File: src/rtl/vend_pkg.sv
// Shared coin codes and vending state encodings used by the coin acceptor and the vending FSM.
package vend_pkg;

  typedef logic [1:0] coin_t;

  localparam coin_t COIN_NONE   = 2'b00;
  localparam coin_t COIN_NICKEL = 2'b01;
  localparam coin_t COIN_DIME   = 2'b10;

  // Vending FSM credit states; kept here so both sides agree on the encoding.
  typedef enum logic [1:0] {
    VEND_IDLE    = 2'b00,
    VEND_FIVE    = 2'b01,
    VEND_TEN     = 2'b10,
    VEND_FIFTEEN = 2'b11
  } vend_state_t;

endpackage

File: src/rtl/coin_debounce.sv
// Two-flop synchroniser, stability-count debouncer and rising-edge pulse for one coin sensor.
module coin_debounce
  import vend_pkg::*;
#(
  parameter int unsigned DEB_CYCLES = 4
) (
  input  logic clock,
  input  logic reset,
  input  logic raw,
  output logic rise_c
);

  localparam int unsigned CW = $clog2(DEB_CYCLES);

  logic          sync1;
  logic          sync2;
  logic          level;
  logic          prev;
  logic [CW-1:0] cnt;

  always_ff @(posedge clock) begin
    if (reset) begin
      sync1 <= 1'b0;
      sync2 <= 1'b0;
      level <= 1'b0;
      prev  <= 1'b0;
      cnt   <= '0;
    end else begin
      sync1 <= raw;
      sync2 <= sync1;
      prev  <= level;
      // Level only follows the synchronised input after DEB_CYCLES disagreeing samples.
      if (sync2 != level) begin
        if (cnt == CW'(DEB_CYCLES - 1)) begin
          level <= sync2;
          cnt   <= '0;
        end else begin
          cnt <= cnt + CW'(1);
        end
      end else begin
        cnt <= '0;
      end
    end
  end

  assign rise_c = level & ~prev;

endmodule

File: src/rtl/coin_acceptor.sv
// Coin acceptor front end: debounces nickel/dime sensors, queues coins, presents one per cycle.
// Optional running totals enabled by defining COIN_ACCEPTOR_TALLY_EN.
module coin_acceptor
  import vend_pkg::*;
#(
  parameter int unsigned DEB_CYCLES = 4,
  parameter int unsigned DEPTH      = 4
) (
  input  logic                    clock,
  input  logic                    reset,
  input  logic                    nickel_in,
  input  logic                    dime_in,
  input  logic                    newspaper,
  output coin_t                   coin,
  output logic                    reject,
  output logic [$clog2(DEPTH):0]  fifo_count
`ifdef COIN_ACCEPTOR_TALLY_EN
  ,
  output logic [15:0]             nickel_total,
  output logic [15:0]             dime_total,
  output logic [15:0]             reject_total
`endif
);

  localparam int unsigned AW = $clog2(DEPTH);
  localparam int unsigned CW = AW + 1;

  logic          nickel_ev;
  logic          dime_ev;
  coin_t         mem [DEPTH];
  logic [CW-1:0] wr_ptr;
  logic [CW-1:0] rd_ptr;
  coin_t         head;
  coin_t         push_code;
  logic          empty;
  logic          full;
  logic          single;
  logic          push;
  logic          pop;
  logic          discard;

  coin_debounce #(.DEB_CYCLES(DEB_CYCLES)) u_nickel (
    .clock  (clock),
    .reset  (reset),
    .raw    (nickel_in),
    .rise_c (nickel_ev)
  );

  coin_debounce #(.DEB_CYCLES(DEB_CYCLES)) u_dime (
    .clock  (clock),
    .reset  (reset),
    .raw    (dime_in),
    .rise_c (dime_ev)
  );

  // Push/pop arbitration; a full FIFO still accepts when the head leaves this cycle.
  always_comb begin
    empty     = (fifo_count == CW'(0));
    full      = (fifo_count == CW'(DEPTH));
    head      = mem[rd_ptr[AW-1:0]];
    pop       = ~empty & ~newspaper;
    coin      = pop ? head : COIN_NONE;
    single    = nickel_ev ^ dime_ev;
    push_code = nickel_ev ? COIN_NICKEL : COIN_DIME;
    push      = single & (~full | pop);
    discard   = (nickel_ev & dime_ev) | (single & full & ~pop);
  end

  always_ff @(posedge clock) begin
    if (push) begin
      mem[wr_ptr[AW-1:0]] <= push_code;
    end
  end

  always_ff @(posedge clock) begin
    if (reset) begin
      wr_ptr     <= '0;
      rd_ptr     <= '0;
      fifo_count <= '0;
      reject     <= 1'b0;
    end else begin
      if (push) wr_ptr <= wr_ptr + CW'(1);
      if (pop)  rd_ptr <= rd_ptr + CW'(1);
      fifo_count <= fifo_count + CW'(push) - CW'(pop);
      reject     <= discard;
    end
  end

`ifdef COIN_ACCEPTOR_TALLY_EN
  // Saturating totals of delivered coins and discarded events.
  always_ff @(posedge clock) begin
    if (reset) begin
      nickel_total <= '0;
      dime_total   <= '0;
      reject_total <= '0;
    end else begin
      if (pop && head == COIN_NICKEL && nickel_total != 16'hFFFF)
        nickel_total <= nickel_total + 16'd1;
      if (pop && head == COIN_DIME && dime_total != 16'hFFFF)
        dime_total <= dime_total + 16'd1;
      if (discard && reject_total != 16'hFFFF)
        reject_total <= reject_total + 16'd1;
    end
  end
`endif

endmodule

File: config.mk
export PLATFORM = sky130hd
export DESIGN_NAME = coin_acceptor
export DESIGN_NICKNAME = d
export VERILOG_FILES = /design/src/rtl/vend_pkg.sv /design/src/rtl/coin_debounce.sv /design/src/rtl/coin_acceptor.sv
export SDC_FILE = /design/constraint.sdc
export NUM_CORES = 1
export LEC_CHECK = 0
export CORE_MARGIN = 1
export CORE_UTILIZATION = 30
export CTS_CLUSTER_SIZE = 12
export DETAILED_ROUTE_END_ITERATION = 12
export PLACE_DENSITY = 0.58
export SETUP_SLACK_MARGIN = 0.05
export SYNTH_ARGS = -nofsm -noshare
export SYNTH_HDL_FRONTEND = slang
export SYNTH_HIERARCHICAL = 1
export SYNTH_SLANG_ARGS = --single-unit
File: constraint.sdc
create_clock -name clock -period 2.4 [get_ports clock]
set_clock_uncertainty 0.1 [all_clocks]
set_input_delay 0.6 -clock clock [delete_from_list [all_inputs] [get_ports clock]]
set_output_delay 0.6 -clock clock [all_outputs]
set_load 0.005 [all_outputs]
* Yosys cells after proc, flatten, opt, wreduce, memory -nomap -nowiden
Memories as Yosys holds them, arrays and structs flattened. A register that Yosys moved wholly into a read port is not among the register bits. Index checks and enable logic that the tools add are counted. W data, S select, Z words.
Word-level totals: register bits 22, RAM bits 8, output and inout port bits 6, memories kept 1
Cells by class: add/sub/neg operators 6, eq/ne operators 5, multiplexer cells 6, bitwise gates (word level) 18, reductions and logical operators 5
Memories:
- mem | words 4, bits a word 2, read ports 1, clocked after Yosys merged registers in 1, write ports 1, RTL line coin_acceptor.sv:30 | coin_t mem [DEPTH];
Operator list (number):
- $mux W2 | 4
- $not A1 Y1 | 8
- $and A1 B1 Y1 | 7
- $add A3 B1 Y3 const B | 2
- $reduce_or A3 Y1 | 2
- $add A2 B1 Y2 const B | 2
- $eq A2 B2 Y1 const B | 2
- $reduce_and A2 Y1 | 2
- $add A3 B1 Y3 | 1
- $eq A3 B3 Y1 const B | 1
- $logic_not A3 Y1 | 1
- $sub A3 B1 Y3 | 1
- $mux W1 | 2
- $ne A1 B1 Y1 | 2
- $or A1 B1 Y1 | 2
- $xor A1 B1 Y1 | 1

* Longest topological paths before layout
depth after elaboration 7, depth in mapped cells 12, depth with buffers taken out 12

* Hierarchy
The synthesis kept the hierarchy.
By module, submodules not included:
- coin_acceptor | times used 1, cells an instance 67, area each 845.8 sq um, sequential area each 440.4 sq um
- coin_debounce | times used 2, cells an instance 16, area each 201.4 sq um, sequential area each 120.1 sq um

* Least setup slack after synthesis
No wires, ideal clock.
path type register to register, start point register u_nickel.level, end point register fifo_count[2], library setup time 0.078 ns, arrival time 2.329 ns, required time 2.222 ns, slack -0.107 ns, cell stages (with the launch flop) 13, clock period less this slack 2.507 ns, path through dfxtp_1 > nor2b_1 > ha_1 > nor2b_4 > inv_1 > ha_1 > inv_1 > ha_1 > inv_1 > fa_1 > xor2_1 > and2_1 > nor3_1
On the way: cells in the longest elaborated chain, start to end 5
Ends and longest elaborated chain:
- start: declaration | RTL line coin_debounce.sv:17 | logic level;
- start signal: assignment | RTL line coin_debounce.sv:35 | level <= sync2;
- $and A1 B1 Y1 | RTL line coin_debounce.sv:46 | assign rise_c = level & ~prev;
- net nickel_ev | RTL line coin_acceptor.sv:28 | logic nickel_ev;
- $xor A1 B1 Y1 | RTL line coin_acceptor.sv:63 | single = nickel_ev ^ dime_ev;
- $and A1 B1 Y1 | RTL line coin_acceptor.sv:65 | push = single & (~full | pop);
- $add A3 B1 Y3 | RTL line coin_acceptor.sv:84 | fifo_count <= fifo_count + CW'(push) - CW'(pop);
- $sub A3 B1 Y3 | RTL line coin_acceptor.sv:84
- end signal: assignment | RTL line coin_acceptor.sv:84
- end: declaration | RTL line coin_acceptor.sv:16 | output logic [$clog2(DEPTH):0] fifo_count
The timed path passes the listed nets, and every way through them passes these cells. A chain may end at the register's enable or synchronous reset.

* Worst setup path in the final report
start point register u_dime.level, end point register fifo_count[2]
On the way: cells in the longest elaborated chain, start to end 5
Ends and longest elaborated chain:
- start: declaration | RTL line coin_debounce.sv:17
- start signal: assignment | RTL line coin_debounce.sv:35
- $and A1 B1 Y1 | RTL line coin_debounce.sv:46
- net dime_ev | RTL line coin_acceptor.sv:29 | logic dime_ev;
- $xor A1 B1 Y1 | RTL line coin_acceptor.sv:63
- $and A1 B1 Y1 | RTL line coin_acceptor.sv:65
- $add A3 B1 Y3 | RTL line coin_acceptor.sv:84
- $sub A3 B1 Y3 | RTL line coin_acceptor.sv:84
The timed path passes the listed nets, and every way through them passes these cells.

==> impl_results.md <==
- Post-Place Cells: between 150 and 200
- Post-Synth Adder-Cell Area: 10.62%
- CP Capture Point: fifo_count[2]
- Top achievable clock speed: between 400 and 500 MHz
- Synth cell types: 26
- Combinational fraction of design power: around a quarter
- Area Overhead vs Synth: 29.16%
- Hold_buf cts: 0
- Sw frac: between 20% and 30%
- Clock transition at path regs: approximately 0.06 ns
- Fin nets: around 140
- Crit-path slowest cell: fa_2
- # rows: 23
- Portion of netlist area occupied by mux cells: under 10%
- DIE AREA: approximately 4400 um^2
- Final Max Tran Viols: 0
- Largest family of logic cells by synthesized area: simple AND/OR/NAND/NOR gates
- Pleak: around 0.63 nW
- H-tree depth: 2
- Final Worst Setup Slack: roughly 0.090 ns
- Status: finished clean
- First-pass GRT wire length: approximately 3300 um
- Ant diodes: 0
- Yosys top cell by area: dfxtp_1
- Post-Syn Area: 1249 um^2
- Mean Syn Cell Area: 12.61 um^2
- Critical R2R Launch: u_dime/level
- Synth Net Count: around 110
- Seq cells post-synth: 30
- Part of the cycle the worst path needs: 96.24%
- First-pass detailed-route iteration total: 2
- Net Switching: 0.0003569 W
- Min Tclk post-route: between 2 and 2.5 ns
- Residual DRC: 0
- GRT Total Usage: between 10% and 20%
- Busiest grt layer: met2
- 1st-iter DRT viols: 26
- Num Clock Sinks: 30
- Final std cells w/o fill: 175
- Post-synth top flop: dfxtp_1
- CTS tree: yes
- Yosys top cell area share: 35.27%
- Initial antenna violation count: 0
- Top cells by area, synth: dfxtp_1, edfxtp_1, ha_1
- Met2 usage: a little under a fifth
- Synth Area in Compound Gates: 1.603%
- Cts bufs inserted: 5
- Slew of the pin with the lowest slew margin: 0.3449 ns
- Share of cells above drive strength 1: 27.20%
- Reg power frac: 43.6%
- Critical path class: reg2reg
- Chip width: approximately 67 um
- Number of synthesized flops with an enable pin: 8
- Final hold vios: 0
- Vias/cell: around 4.4
- Dpl hpwl: approximately 1300 um
- Clock power frac: 32.7%
- Post-synth ARST share: 0%
- Die Ht: 66.52 um
- Wire per inst: 10.59 um
- Global routing usage on met1: about 10%
- Number of port buffers: 10
- Largest net degree at the start of global routing: 25
- Hold Path Origin: u_nickel/sync1
- Longest Clk Path Bufs: 2
- Critical Path AT: between 2 and 2.5 ns
- Hold Crit Class: reg2reg
- Critical path endpoint category: flip-flop
- Relative slew margins: 76.88%
- Setup violations, final: 0
- Seq/Total Area, Yosys: 54.51%
- Crit-path cells: nor2b_1, ha_1, nor2b_4, inv_1, ha_1, inv_1, ha_1, inv_1, fa_2, xor2_2, and2_4, nor3_2
- Root Driver: clkbuf_8
- Commonest cells post-synth: dfxtp_1, nor2b_1, ha_1, nor2_1, edfxtp_1
- Reg2reg setup slack: roughly 0.090 ns
- Vias in the first global route: 799
- Peak supply drop: about 0.38 mV
- R2r worst-path depth: 12
- GR Layer Usage met3: 4.110%
- Critical path peak fanout: 2
- Final wirelength: 1854 um
- Core area: ~4000 um^2
- Finished Core Util: between 40% and 50%
- CP Launch Point: u_dime/level
- Clk_lat worst skew: between 0.2 and 0.3 ns
- Pwr dens: 849.0 nW/um^2
- XOR/XNOR share of the synthesized area: approximately 2.1%
- Antenna Nets Post-Route: 0
- CP max stage delay: roughly 0.34 ns
- Top-count cell post-synth: dfxtp_1
- Post-Syn Instances: 99
- GP Congestion: between 0.6 and 0.7
- Simple-Gate Fraction of Synth Area: between 20% and 30%
- Synth warnings: 6
- Gr ovfl total: 0
- RSZ-0062 raised after global routing: yes
- CP startpoint kind: flip-flop
- Critical path data required time: approximately 2.5 ns
- Pre-CTS WS: -0.4497 ns
- # IOs: 11
- RR Endpoint: fifo_count[2]
- Via count: around 770
- Initial Utilization: 31.22%
- Internal power: between 0.001 and 0.0015 W
- Max Cap Viol: 0
==> critical path, delay by kind of cell, from the launching register on <==
kind | cells | cell delay [ns]
XOR/XNOR | 1 | 0.15
flip-flops | 1 | 0.32
buffers and inverters | 3 | 0.16
AND/OR/NAND/NOR | 4 | 0.45
adder cells (fa/ha/maj) | 4 | 1.03
==> stage by stage <==
step | TNS (ns) | area, um^2 | power [W] | hold WS [ns]
6_report | 0 | 1613 | 0.001369 | 0.3342
3_5_place_dp | -1.410 | 1455 | 0.0008945 | 0.3243
4_1_cts | 0 | 1602 | 0.001364 | 0.3361
3_3_place_gp | -1.351 | 1455 | 0.0008844 | 0.3142
2_1_floorplan | -0.008098 | 1259 | 0.0007763 | 0.3037
5_1_grt | -0.07323 | 1613 | 0.001472 | 0.3515
==> power groups by stage <==
stage                     sequential, W  clock [W]  combinational (W)
after floorplan                0.000611          0           0.000166
after global placement         0.000607          0           0.000277
after detailed placement       0.000609          0           0.000285
after CTS                      0.000599   0.000467           0.000299
after global routing           0.000605   0.000493           0.000374
final                          0.000598   0.000448           0.000323
==> layout make-up <==
cell class | instances | area [um^2]
fillers | 403 | 2387
well taps | 50 | 62.56
inverters | 6 | 22.52
flip-flops and latches | 30 | 684.4
clock inverters | 2 | 10.01
clock buffers | 6 | 93.84
repair buffers | 19 | 165.2
multi-input cells | 62 | 574.3
==> logic make-up after synthesis <==
| kind of cell | Yosys count |
|---|---|
| and+or+nand+nor | 38 |
| DFF | 30 |
| adders and majority gates | 10 |
| buffers and inverters | 7 |
| muxes | 7 |
| AOI/OAI and AO/OA | 4 |
| xor gates and xnor gates | 3 |
==> sequential cells by signal (all words and copies together) (netlist names), 2 cells and up, named ones only <==
name and count:
wr_ptr 2, u_dime/cnt 2, u_nickel/cnt 2, fifo_count 3, rd_ptr 2, mem 8
==> what timing repair did <==
| item | CTS | global route |
|---|---|---|
| endpoints found under the setup margin | 4 | 2 |
| buffers inserted | 4 | 0 |
| resized for setup | 10 | 5 |
| pin swaps | 2 | 1 |
==> layout by cell type (no fill, tap or decap), drive strengths merged <==
cell type / instances
dfxtp: 22
nor4: 2
nor4b: 2
clkdlybuf4s50: 7
fa: 1
clkdlybuf4s15: 1
nor3: 2
buf: 9
nor2b: 11
and2: 7
mux4: 2
inv: 6
nor2: 9
o21ai: 1
dlygate4sd2: 1
nand2b: 2
clkbuf: 7
a21oi: 3
ha: 9
xor2: 1
nor3b: 1
or3: 1
mux2i: 3
xnor2: 2
mux2: 2
clkinv: 2
and4bb: 1
edfxtp: 8
==> metal layers <==
layer / up-vias / routed length [um]
met5: - / 0
met4: 0 / 56
met3: 7 / 89
met2: 15 / 896
met1: 358 / 811
li1: 385 / -
==> worst min-delay path by stage <==
stage / to / slack (ns) / cells past startpoint
6_report: u_nickel/sync2 / 0.33 / 1
5_1_grt: u_nickel/sync2 / 0.35 / 1
4_1_cts: u_nickel/cnt[0] / 0.34 / 1
3_5_place_dp: u_nickel/cnt[0] / 0.32 / 1
3_3_place_gp: u_dime/cnt[0] / 0.31 / 1
2_1_floorplan: u_dime/cnt[0] / 0.30 / 1
Power figures use the tool's default switching activity.
